File: config.mk
export PLATFORM = sky130hd
export DESIGN_NAME = fpu_op_sequencer
export DESIGN_NICKNAME = d
export VERILOG_FILES = /design/src/rtl/fpu_seq_pkg.sv /design/src/rtl/fpu_op_decode.sv /design/src/rtl/fpu_op_sequencer.sv
export SDC_FILE = /design/constraint.sdc
export NUM_CORES = 1
export LEC_CHECK = 0
export CAP_MARGIN = 25
export CORE_MARGIN = 2
export CORE_UTILIZATION = 43
export DETAILED_ROUTE_END_ITERATION = 6
export GPL_TIMING_DRIVEN = 0
export PLACE_DENSITY = 0.87
export SKIP_CTS_REPAIR_TIMING = 1
export SLEW_MARGIN = 20
export SYNTH_ARGS = -nofsm -noshare
export SYNTH_HDL_FRONTEND = slang
export SYNTH_SLANG_ARGS = --single-unit
File: constraint.sdc
create_clock -name clk_i -period 4.06 [get_ports clk_i]
set_input_delay 0.406 -clock clk_i [delete_from_list [all_inputs] [get_ports clk_i]]
set_output_delay 0.406 -clock clk_i [all_outputs]
set_load 0.02 [all_outputs]
File: src/rtl/fpu_seq_pkg.sv
// -----------------------------------------------------------------------------
// fpu_seq_pkg
// Shared types and constants for the FP32 op sequencer and any other issue
// logic that needs to classify RISC-V OP-FP instructions.
//   fpu_op_e     : decoded operation class
//   seq_state_e  : sequencer FSM states
//   OPFP_OPCODE, FUNCT7_* : instruction encodings recognised by the decoder
//   DIV_DONE_FLAG: divider status value meaning "result valid"
//   ERR_*        : response error codes
// -----------------------------------------------------------------------------
package fpu_seq_pkg;

    typedef enum logic [2:0] {
        OP_ADD,
        OP_SUB,
        OP_MUL,
        OP_DIV,
        OP_ILL
    } fpu_op_e;

    typedef enum logic [1:0] {
        IDLE,
        EXEC,
        DIV_WAIT,
        RESP
    } seq_state_e;

    localparam logic [6:0] OPFP_OPCODE  = 7'b1010011;
    localparam logic [6:0] FUNCT7_ADD   = 7'b0000000;
    localparam logic [6:0] FUNCT7_SUB   = 7'b0000100;
    localparam logic [6:0] FUNCT7_MUL   = 7'b0001000;
    localparam logic [6:0] FUNCT7_DIV   = 7'b0001100;

    localparam logic [5:0] DIV_DONE_FLAG = 6'd15;

    localparam logic [1:0] ERR_OK      = 2'b00;
    localparam logic [1:0] ERR_ILL     = 2'b01;
    localparam logic [1:0] ERR_TIMEOUT = 2'b10;

endpackage

File: src/rtl/fpu_op_decode.sv
// -----------------------------------------------------------------------------
// fpu_op_decode
// Purely combinational OP-FP classifier. Anything that is not the OP-FP major
// opcode with one of the four supported funct7 codes is reported as OP_ILL.
// Ports:
//   opcode_i : instruction opcode
//   funct7_i : instruction funct7
//   op_o     : decoded operation class
// -----------------------------------------------------------------------------
module fpu_op_decode
    import fpu_seq_pkg::*;
(
    input  logic [6:0] opcode_i,
    input  logic [6:0] funct7_i,
    output fpu_op_e    op_o
);

    always_comb begin
        op_o = OP_ILL;
        if (opcode_i == OPFP_OPCODE) begin
            case (funct7_i)
                FUNCT7_ADD: op_o = OP_ADD;
                FUNCT7_SUB: op_o = OP_SUB;
                FUNCT7_MUL: op_o = OP_MUL;
                FUNCT7_DIV: op_o = OP_DIV;
                default:    op_o = OP_ILL;
            endcase
        end
    end

endmodule

File: src/rtl/fpu_op_sequencer.sv
// -----------------------------------------------------------------------------
// fpu_op_sequencer
// Single-outstanding issue controller for the FP32 multiplier, adder/subtractor
// and SRT divider. Accepts one request, holds its operands, enables exactly one
// unit, waits for its fixed latency (or the divider's done flag / timeout) and
// returns the captured result with the request tag.
// Ports:
//   clk_i, rst_i                 : clock, synchronous active-high reset
//   req_*_i / req_ready_o        : request channel (valid/ready)
//   op_a_o, op_b_o               : registered operands shared by all units
//   mul_en_o, add_en_o, div_en_o : per-unit enables (at most one high)
//   sub_sel_o                    : adder mode, 1 = subtract
//   mul/add/div_result_i         : unit results
//   div_flag_i                   : divider status, DIV_DONE_FLAG = result valid
//   rsp_*_o / rsp_ready_i        : response channel (valid/ready)
// -----------------------------------------------------------------------------
module fpu_op_sequencer
    import fpu_seq_pkg::*;
#(
    parameter int MUL_LAT     = 2,
    parameter int ADD_LAT     = 3,
    parameter int DIV_TIMEOUT = 64,
    parameter int TAG_W       = 4
) (
    input  logic             clk_i,
    input  logic             rst_i,
    input  logic             req_valid_i,
    output logic             req_ready_o,
    input  logic [6:0]       req_opcode_i,
    input  logic [6:0]       req_funct7_i,
    input  logic [31:0]      req_a_i,
    input  logic [31:0]      req_b_i,
    input  logic [TAG_W-1:0] req_tag_i,
    output logic [31:0]      op_a_o,
    output logic [31:0]      op_b_o,
    output logic             mul_en_o,
    output logic             add_en_o,
    output logic             sub_sel_o,
    output logic             div_en_o,
    input  logic [31:0]      mul_result_i,
    input  logic [31:0]      add_result_i,
    input  logic [31:0]      div_result_i,
    input  logic [5:0]       div_flag_i,
    output logic             rsp_valid_o,
    input  logic             rsp_ready_i,
    output logic [31:0]      rsp_result_o,
    output logic [TAG_W-1:0] rsp_tag_o,
    output logic [1:0]       rsp_err_o
);

    if (MUL_LAT < 1 || ADD_LAT < 1 || DIV_TIMEOUT < 1 || TAG_W < 1) begin : g_param_check
        $error("fpu_op_sequencer: MUL_LAT, ADD_LAT, DIV_TIMEOUT and TAG_W must all be >= 1");
    end

    // One counter serves both the down-count in EXEC and the up-count in DIV_WAIT.
    localparam int LAT_MAX = (MUL_LAT > ADD_LAT) ? MUL_LAT : ADD_LAT;
    localparam int CNT_MAX = (LAT_MAX > DIV_TIMEOUT) ? LAT_MAX : DIV_TIMEOUT;
    localparam int CNT_W   = $clog2(CNT_MAX + 1);

    seq_state_e        state_q, state_d;
    fpu_op_e           op_q, op_d;
    fpu_op_e           dec_op;
    logic [CNT_W-1:0]  cnt_q, cnt_d;
    logic [31:0]       op_a_q, op_a_d;
    logic [31:0]       op_b_q, op_b_d;
    logic [31:0]       rsp_result_q, rsp_result_d;
    logic [TAG_W-1:0]  rsp_tag_q, rsp_tag_d;
    logic [1:0]        rsp_err_q, rsp_err_d;

    fpu_op_decode u_decode (
        .opcode_i (req_opcode_i),
        .funct7_i (req_funct7_i),
        .op_o     (dec_op)
    );

    // State register
    always_ff @(posedge clk_i) begin
        if (rst_i) begin
            state_q      <= IDLE;
            op_q         <= OP_ILL;
            cnt_q        <= '0;
            op_a_q       <= '0;
            op_b_q       <= '0;
            rsp_result_q <= '0;
            rsp_tag_q    <= '0;
            rsp_err_q    <= ERR_OK;
        end else begin
            state_q      <= state_d;
            op_q         <= op_d;
            cnt_q        <= cnt_d;
            op_a_q       <= op_a_d;
            op_b_q       <= op_b_d;
            rsp_result_q <= rsp_result_d;
            rsp_tag_q    <= rsp_tag_d;
            rsp_err_q    <= rsp_err_d;
        end
    end

    // Next-state and datapath capture
    always_comb begin
        state_d      = state_q;
        op_d         = op_q;
        cnt_d        = cnt_q;
        op_a_d       = op_a_q;
        op_b_d       = op_b_q;
        rsp_result_d = rsp_result_q;
        rsp_tag_d    = rsp_tag_q;
        rsp_err_d    = rsp_err_q;

        case (state_q)
            IDLE: begin
                // req_ready is high exactly in IDLE, so valid alone is the handshake.
                if (req_valid_i) begin
                    op_d      = dec_op;
                    op_a_d    = req_a_i;
                    op_b_d    = req_b_i;
                    rsp_tag_d = req_tag_i;
                    case (dec_op)
                        OP_ADD, OP_SUB: begin
                            state_d = EXEC;
                            cnt_d   = CNT_W'(ADD_LAT - 1);
                        end
                        OP_MUL: begin
                            state_d = EXEC;
                            cnt_d   = CNT_W'(MUL_LAT - 1);
                        end
                        OP_DIV: begin
                            state_d = DIV_WAIT;
                            cnt_d   = '0;
                        end
                        default: begin
                            state_d      = RESP;
                            rsp_result_d = '0;
                            rsp_err_d    = ERR_ILL;
                        end
                    endcase
                end
            end
            EXEC: begin
                if (cnt_q == '0) begin
                    state_d      = RESP;
                    rsp_err_d    = ERR_OK;
                    rsp_result_d = (op_q == OP_MUL) ? mul_result_i : add_result_i;
                end else begin
                    cnt_d = cnt_q - CNT_W'(1);
                end
            end
            DIV_WAIT: begin
                // Flag is tested first so a completion on the last allowed
                // cycle is still reported as a good result.
                if (div_flag_i == DIV_DONE_FLAG) begin
                    state_d      = RESP;
                    rsp_err_d    = ERR_OK;
                    rsp_result_d = div_result_i;
                end else if (cnt_q == CNT_W'(DIV_TIMEOUT - 1)) begin
                    state_d      = RESP;
                    rsp_err_d    = ERR_TIMEOUT;
                    rsp_result_d = '0;
                end else begin
                    cnt_d = cnt_q + CNT_W'(1);
                end
            end
            RESP: begin
                if (rsp_ready_i) state_d = IDLE;
            end
            default: state_d = IDLE;
        endcase
    end

    // Outputs decoded from registered state only
    always_comb begin
        req_ready_o = (state_q == IDLE);
        mul_en_o    = (state_q == EXEC) && (op_q == OP_MUL);
        add_en_o    = (state_q == EXEC) && ((op_q == OP_ADD) || (op_q == OP_SUB));
        sub_sel_o   = (state_q == EXEC) && (op_q == OP_SUB);
        div_en_o    = (state_q == DIV_WAIT);
        rsp_valid_o = (state_q == RESP);
    end

    assign op_a_o       = op_a_q;
    assign op_b_o       = op_b_q;
    assign rsp_result_o = rsp_result_q;
    assign rsp_tag_o    = rsp_tag_q;
    assign rsp_err_o    = rsp_err_q;

endmodule

# Word level (Yosys, flattened, before mapping)
# Cells that the tools add are included.
# word_totals
out_inout_bits	108
in_bits	188
register_bits	114
wordCells	78
# op_classes
addsub	2
mux	28
eq_ne	23
reduce_logical	17
# ops
op	n
two-way mux 32 bit	6
one-hot mux 32 bit (3 select lines)	1
one-hot mux 7 bit (3 select lines)	2
two-way mux 7 bit	4
two-way mux 2 bit	10
== test 7 x 4 -> 1 bit (second input constant)	2
zero test 7 bit	2
!= test 2 bit (second input constant)	6
one-hot mux 3 bit (4 select lines)	1
== test 3 x 2 -> 1 bit (second input constant)	3
one-hot mux 2 bit (4 select lines)	1
adder 7 x 1 -> 7 bit (second input constant)	1
== test 7 x 3 -> 1 bit (second input constant)	1
== test 7 x 6 -> 1 bit (second input constant)	1
== test 7 bit (second input constant)	1
subtractor 7 x 1 -> 7 bit (second input constant)	1
== test 3 x 1 -> 1 bit (second input constant)	2
== test 6 x 4 -> 1 bit (second input constant)	1
zero test 3 bit	2
one-hot mux 2 bit (3 select lines)	1
AND reduction 6 bit	1
AND reduction 5 bit	1
== test 2 bit (second input constant)	2
!= test 4 x 1 -> 1 bit (second input constant)	1
other kinds (14)	16

# Longest topological paths before layout
# logic_depth
word_depth	8
ltp_mapped	9
ltp_nobuf	9

# Modules after synthesis
# Synthesis repeated with hierarchy kept, for this count alone.
# unflattened
hier_cells	658
area_unflattened_um2	5380.2
# by_module_without_submodules
mod	area_per_inst_um2	n_inst	cells_each	seq_area_each_um2
fpu_op_sequencer	5303.8	1	650	2282.2
fpu_op_decode	76.3	1	8	0.0

# Worst setup path before layout
# Ideal clock, no wire load.
# synth_timing
path_kind	reg-to-reg
startpoint	register state_q[0]
endpoint	register cnt_q[0]
synth_period_minus_slack_ps	2508
required_time_ps	3990
n_path_buf	1
arrival_ps	2438
stages_incl_launch_ff	9
path_slack_ps	1552
setup_time_ps	70
path_cell_list	dfxtp_1 > inv_1 > ha_1 > inv_1 > nor4_1 > or4_1 > clkbuf_1 > or4_1 > a21oi_1
# synth_between
elab_chain_len	3
elab_cells_between_ends	11
cone_classes	eq/ne (7); mux (1); reduce/logical (3)
# synth_lines
item	line_no	text
from (decl)	fpu_op_sequencer.sv:60	seq_state_e state_q, state_d;
from (signal assigned)	fpu_op_sequencer.sv:88	state_q <= state_d;
== test 2 bit (*)	--	
net div_en_o	fpu_op_sequencer.sv:39	output logic div_en_o,
!= test 2 bit (no line) / nonzero test 3 bit (equally long branches)	--	
AND reduction 6 bit (no line)	--	
to (signal assigned)	fpu_op_sequencer.sv:90	cnt_q <= cnt_d;
to (decl)	fpu_op_sequencer.sv:63	logic [CNT_W-1:0] cnt_q, cnt_d;
# Mark *: on every way through the listed nets, which the timed path passes. The rest lies on a longest branch.
# A chain may end at the register's enable or synchronous reset.

# Worst setup path in the final report
# layout_timing
startpoint	register state_q[1]
endpoint	output sub_sel_o
# layout_between
elab_chain_len	2
# layout_lines
item	line_no	text
== test 2 x 1 -> 1 bit	fpu_op_sequencer.sv:175	sub_sel_o = (state_q == EXEC) && (op_q == OP_SUB);
logical AND 1 bit	fpu_op_sequencer.sv:175	
to (decl)	fpu_op_sequencer.sv:38	output logic sub_sel_o,
# No other way between the ends.

==> qor.yml <==
status: "completed"
setup.worst_path.start_class: "flip-flop"
drive_above_1_share_pct: 8.31
syn-num-nets: 859
antenna_cells: 0
synth_compound_area_share_pct: 21.8
pin_count: 296
drt-pass1-iter-count: 5
vdd_drop_max_mv: 0.310
overflow: 0
setup-tns-final_ns: 0
endpoint_kind: "output port"
multiInputGateArea_mm2: 0.00288
drt-total-wl_mm: 19.5
die-area_mm2: 0.0137
worstSetupPathType: "reg2out"
final_nets: 1173
cts-root-buf: "clkbuf_16"
hold_viol_final: 0
tritoncts: "yes"
syn_area_mm2: 0.00548
vias: 6161
ys.flop_type: "dfxtp_1"
vias_per_cell: 5.32
min-delay-path-class: "reg2reg"
avgSynthCellArea_um2: 8.30
yosys.area_share.simple_pct: 19.8
setup_viol: 0
rows: 41
crit_path_cell_trace: "inv_1 -> ha_1 -> clkbuf_1 -> buf_2 -> nor3b_1 -> and2_1 -> clkdlybuf4s50_1"
gp_congestion: 0.876
critPathMaxStageDelay_ns: 0.65
crit_path_max_fanout: 10
slew_violations: 0
synthCells: 660
grt_max_degree: 17
post_drt_wl_per_cell_um: 16.9
period_share_pct: 79.3
ys_seq_area_share_pct: 41.7
drc: 0
critPathBufInv: 4
crit_arrival_ns: 2.81
grt_usage_pct: 27.6
worst_pin_slew_ns: 0.774
rsz0062_at_grt: "false"
die_x_um: 117
yosysTopAreaCellShare_pct: 41.7
fp.dieH_um: 117
core_mm2: 0.0125
required_ns: 3.65
critPathSlowestCell: "clkdlybuf4s50_1"
clock_path_buffers: 2
holdWs_ns: 0.453
crit_family: "buffers and inverters"
fillers: 944
slew_headroom_pct: 48.0
antenna_left: 0
numCtsBuffers: 17
fmax_mhz: 311
fin_crit_ns: 3.22
first_iter_violations: 403
start_util_pct: 43.7
power_density_mw_per_mm2: 571
synth_top_family_by_area: "compound AO/OA/AOI/OAI gates"
grt_pass1_vias: 5829
cts.sinks: 114
clock_latency_ns: 0.41
synthMuxAreaShare_pct: 8.04
grt_pass1_wl_mm: 29.4
synth_area_leader_cell: "dfxtp_1"
yosys_register_bits: 114
dpl.hpwl_mm: 14.7
antenna_found_initial: 0
ys_types: 49
maxCapViolCount: 0
regArea_mm2: 0.00228
cts.clk_slew.worst_paths_ns: 0.05
area_growth_pct: 69.2
port_buffers: 294
postSynth.asyncResetShare_pct: 0
cellLeakagePower_nw: 3.35
synth_area_leaders: "dfxtp_1 42%, nand2_1 10%, a21oi_1 9.8%"
yosys_warnings: 0
finClkSkew_ns: 0.0103
p_total_mw: 5.29
synth_xor_area_share_pct: 0.160
synth_edf_count: 0
cts_max_level: 4
synthAdderAreaFrac_pct: 2.65
## kinds of logic (layout without fill, tap and decap cells)
logic type,count (synthesis),count (layout)
xor gates and xnor gates,1,1
adders and majority gates,11,11
muxes,40,40
DFF,114,114
AOI/OAI and AO/OA,196,196
buffers and inverters,66,393
and+or+nand+nor,232,232
## layout make-up
| type | count | share of cell area, % |
|---|---|---|
| Timing Repair Buffer | 295 | 31.8 |
| Buffer | 60 | 3.24 |
| Multi-Input combinational cell | 480 | 31.1 |
| Inverter | 6 | 0.243 |
| Sequential cell | 114 | 24.6 |
| Clock buffer | 19 | 4.78 |
| Tap cell | 172 | 2.32 |
| Clock inverter | 13 | 1.89 |
## where the power goes
part	total, mW	internal [mW]	switching, mW
Sequential	1.40	1.30	0.105
Combinational	2.34	1.00	1.34
Clock	1.55	0.991	0.554
## worst paths after layout
check / from / to / slack [ns] / cells after the start
min: rsp_tag_o[2]$_SDFFE_PP0P_ / rsp_tag_o[2]$_SDFFE_PP0P_ / 0.45 / 2
max: state_q[1]$_SDFFE_PP0P_ / sub_sel_o / 0.84 / 7
min reg2reg: rsp_tag_o[2]$_SDFFE_PP0P_ / rsp_tag_o[2]$_SDFFE_PP0P_ / 0.45 / 2
max reg2reg: state_q[0]$_SDFFE_PP0P_ / cnt_q[0]$_SDFFE_PP0P_ / 1.23 / 8
## per-stage QoR
stage,instance area [µm²],utilization (%),setup slack (ns),instances
6_report,9260,74.0,0.840,1159
5_1_grt,9260,74.0,0.659,1159
4_1_cts,9260,74.0,0.840,1159
3_5_place_dp,8640,69.1,1.08,1127
3_3_place_gp,8630,69.0,0.871,1126
2_1_floorplan,5480,-,1.55,660
## tightest hold or removal path, delay by kind of cell, from the launching register on
kind,cells,cell delay [ns]
AND/OR/NAND/NOR,1,0.05
AO/OA/AOI/OAI,1,0.05
flip-flops,1,0.30
## cell usage after synthesis, types with 2 or more instances
cell type / number
o21ai_0: 3
buf_2: 3
nor3b_1: 2
nor4b_1: 2
nor4bb_1: 3
nor4_1: 4
mux2i_1: 8
o211ai_1: 3
a21oi_1: 107
a211o_1: 3
nand3b_1: 2
nand2_1: 146
nand4_1: 35
and2_1: 2
nor2_1: 16
a21o_1: 2
inv_1: 6
a31oi_1: 2
buf_6: 9
clkbuf_1: 47
o21ai_1: 32
or4_1: 3
mux2_2: 32
a22o_1: 32
nand3_1: 2
and3_1: 2
a211oi_1: 3
nor3_1: 3
nand2b_1: 3
nand4b_1: 2
dfxtp_1: 114
ha_1: 10
## per-layer routing
metal / part of all wire (%) / wire length, µm / up-vias / GRT usage, %
met2: 49 / 9540 / 237 / 48.1
li1: - / - / 3003 / -
met3: 8.8 / 1720 / 55 / 9.27
met1: 39 / 7600 / 2866 / 30.9
met4: 3.5 / 680 / 0 / 11.8
met5: 0 / 0 / - / 0
## registers in the layout, summed over array words and instances, names as in the netlist
name and flops:
cnt_q 7, op_a_o 32, op_b_o 32, op_q 3
rsp_err_o 2, rsp_result_o 32, rsp_tag_o 4, state_q 2
## cells in the final DEF (no fill, tap or decap), types with 3 or more instances in the layout
| cell type | count |
|---|---|
| or4_1 | 3 |
| nor4_1 | 3 |
| nor2_1 | 16 |
| mux2i_1 | 8 |
| dfxtp_1 | 114 |
| nand2b_1 | 3 |
| a211o_1 | 3 |
| a22o_1 | 32 |
| buf_2 | 4 |
| clkdlybuf4s50_1 | 294 |
| a21oi_1 | 107 |
| clkinv_4 | 5 |
| nor4bb_1 | 3 |
| o21ai_1 | 32 |
| a211oi_1 | 3 |
| nor3_1 | 3 |
| ha_1 | 10 |
| bufinv_16 | 3 |
| mux2_2 | 32 |
| inv_1 | 6 |
| o21ai_0 | 3 |
| nand2_1 | 146 |
| nand4_1 | 35 |
| buf_6 | 9 |
| o211ai_1 | 3 |
| clkbuf_1 | 48 |
| inv_6 | 3 |
| clkbuf_16 | 17 |
Power figures use the tool's default switching activity.
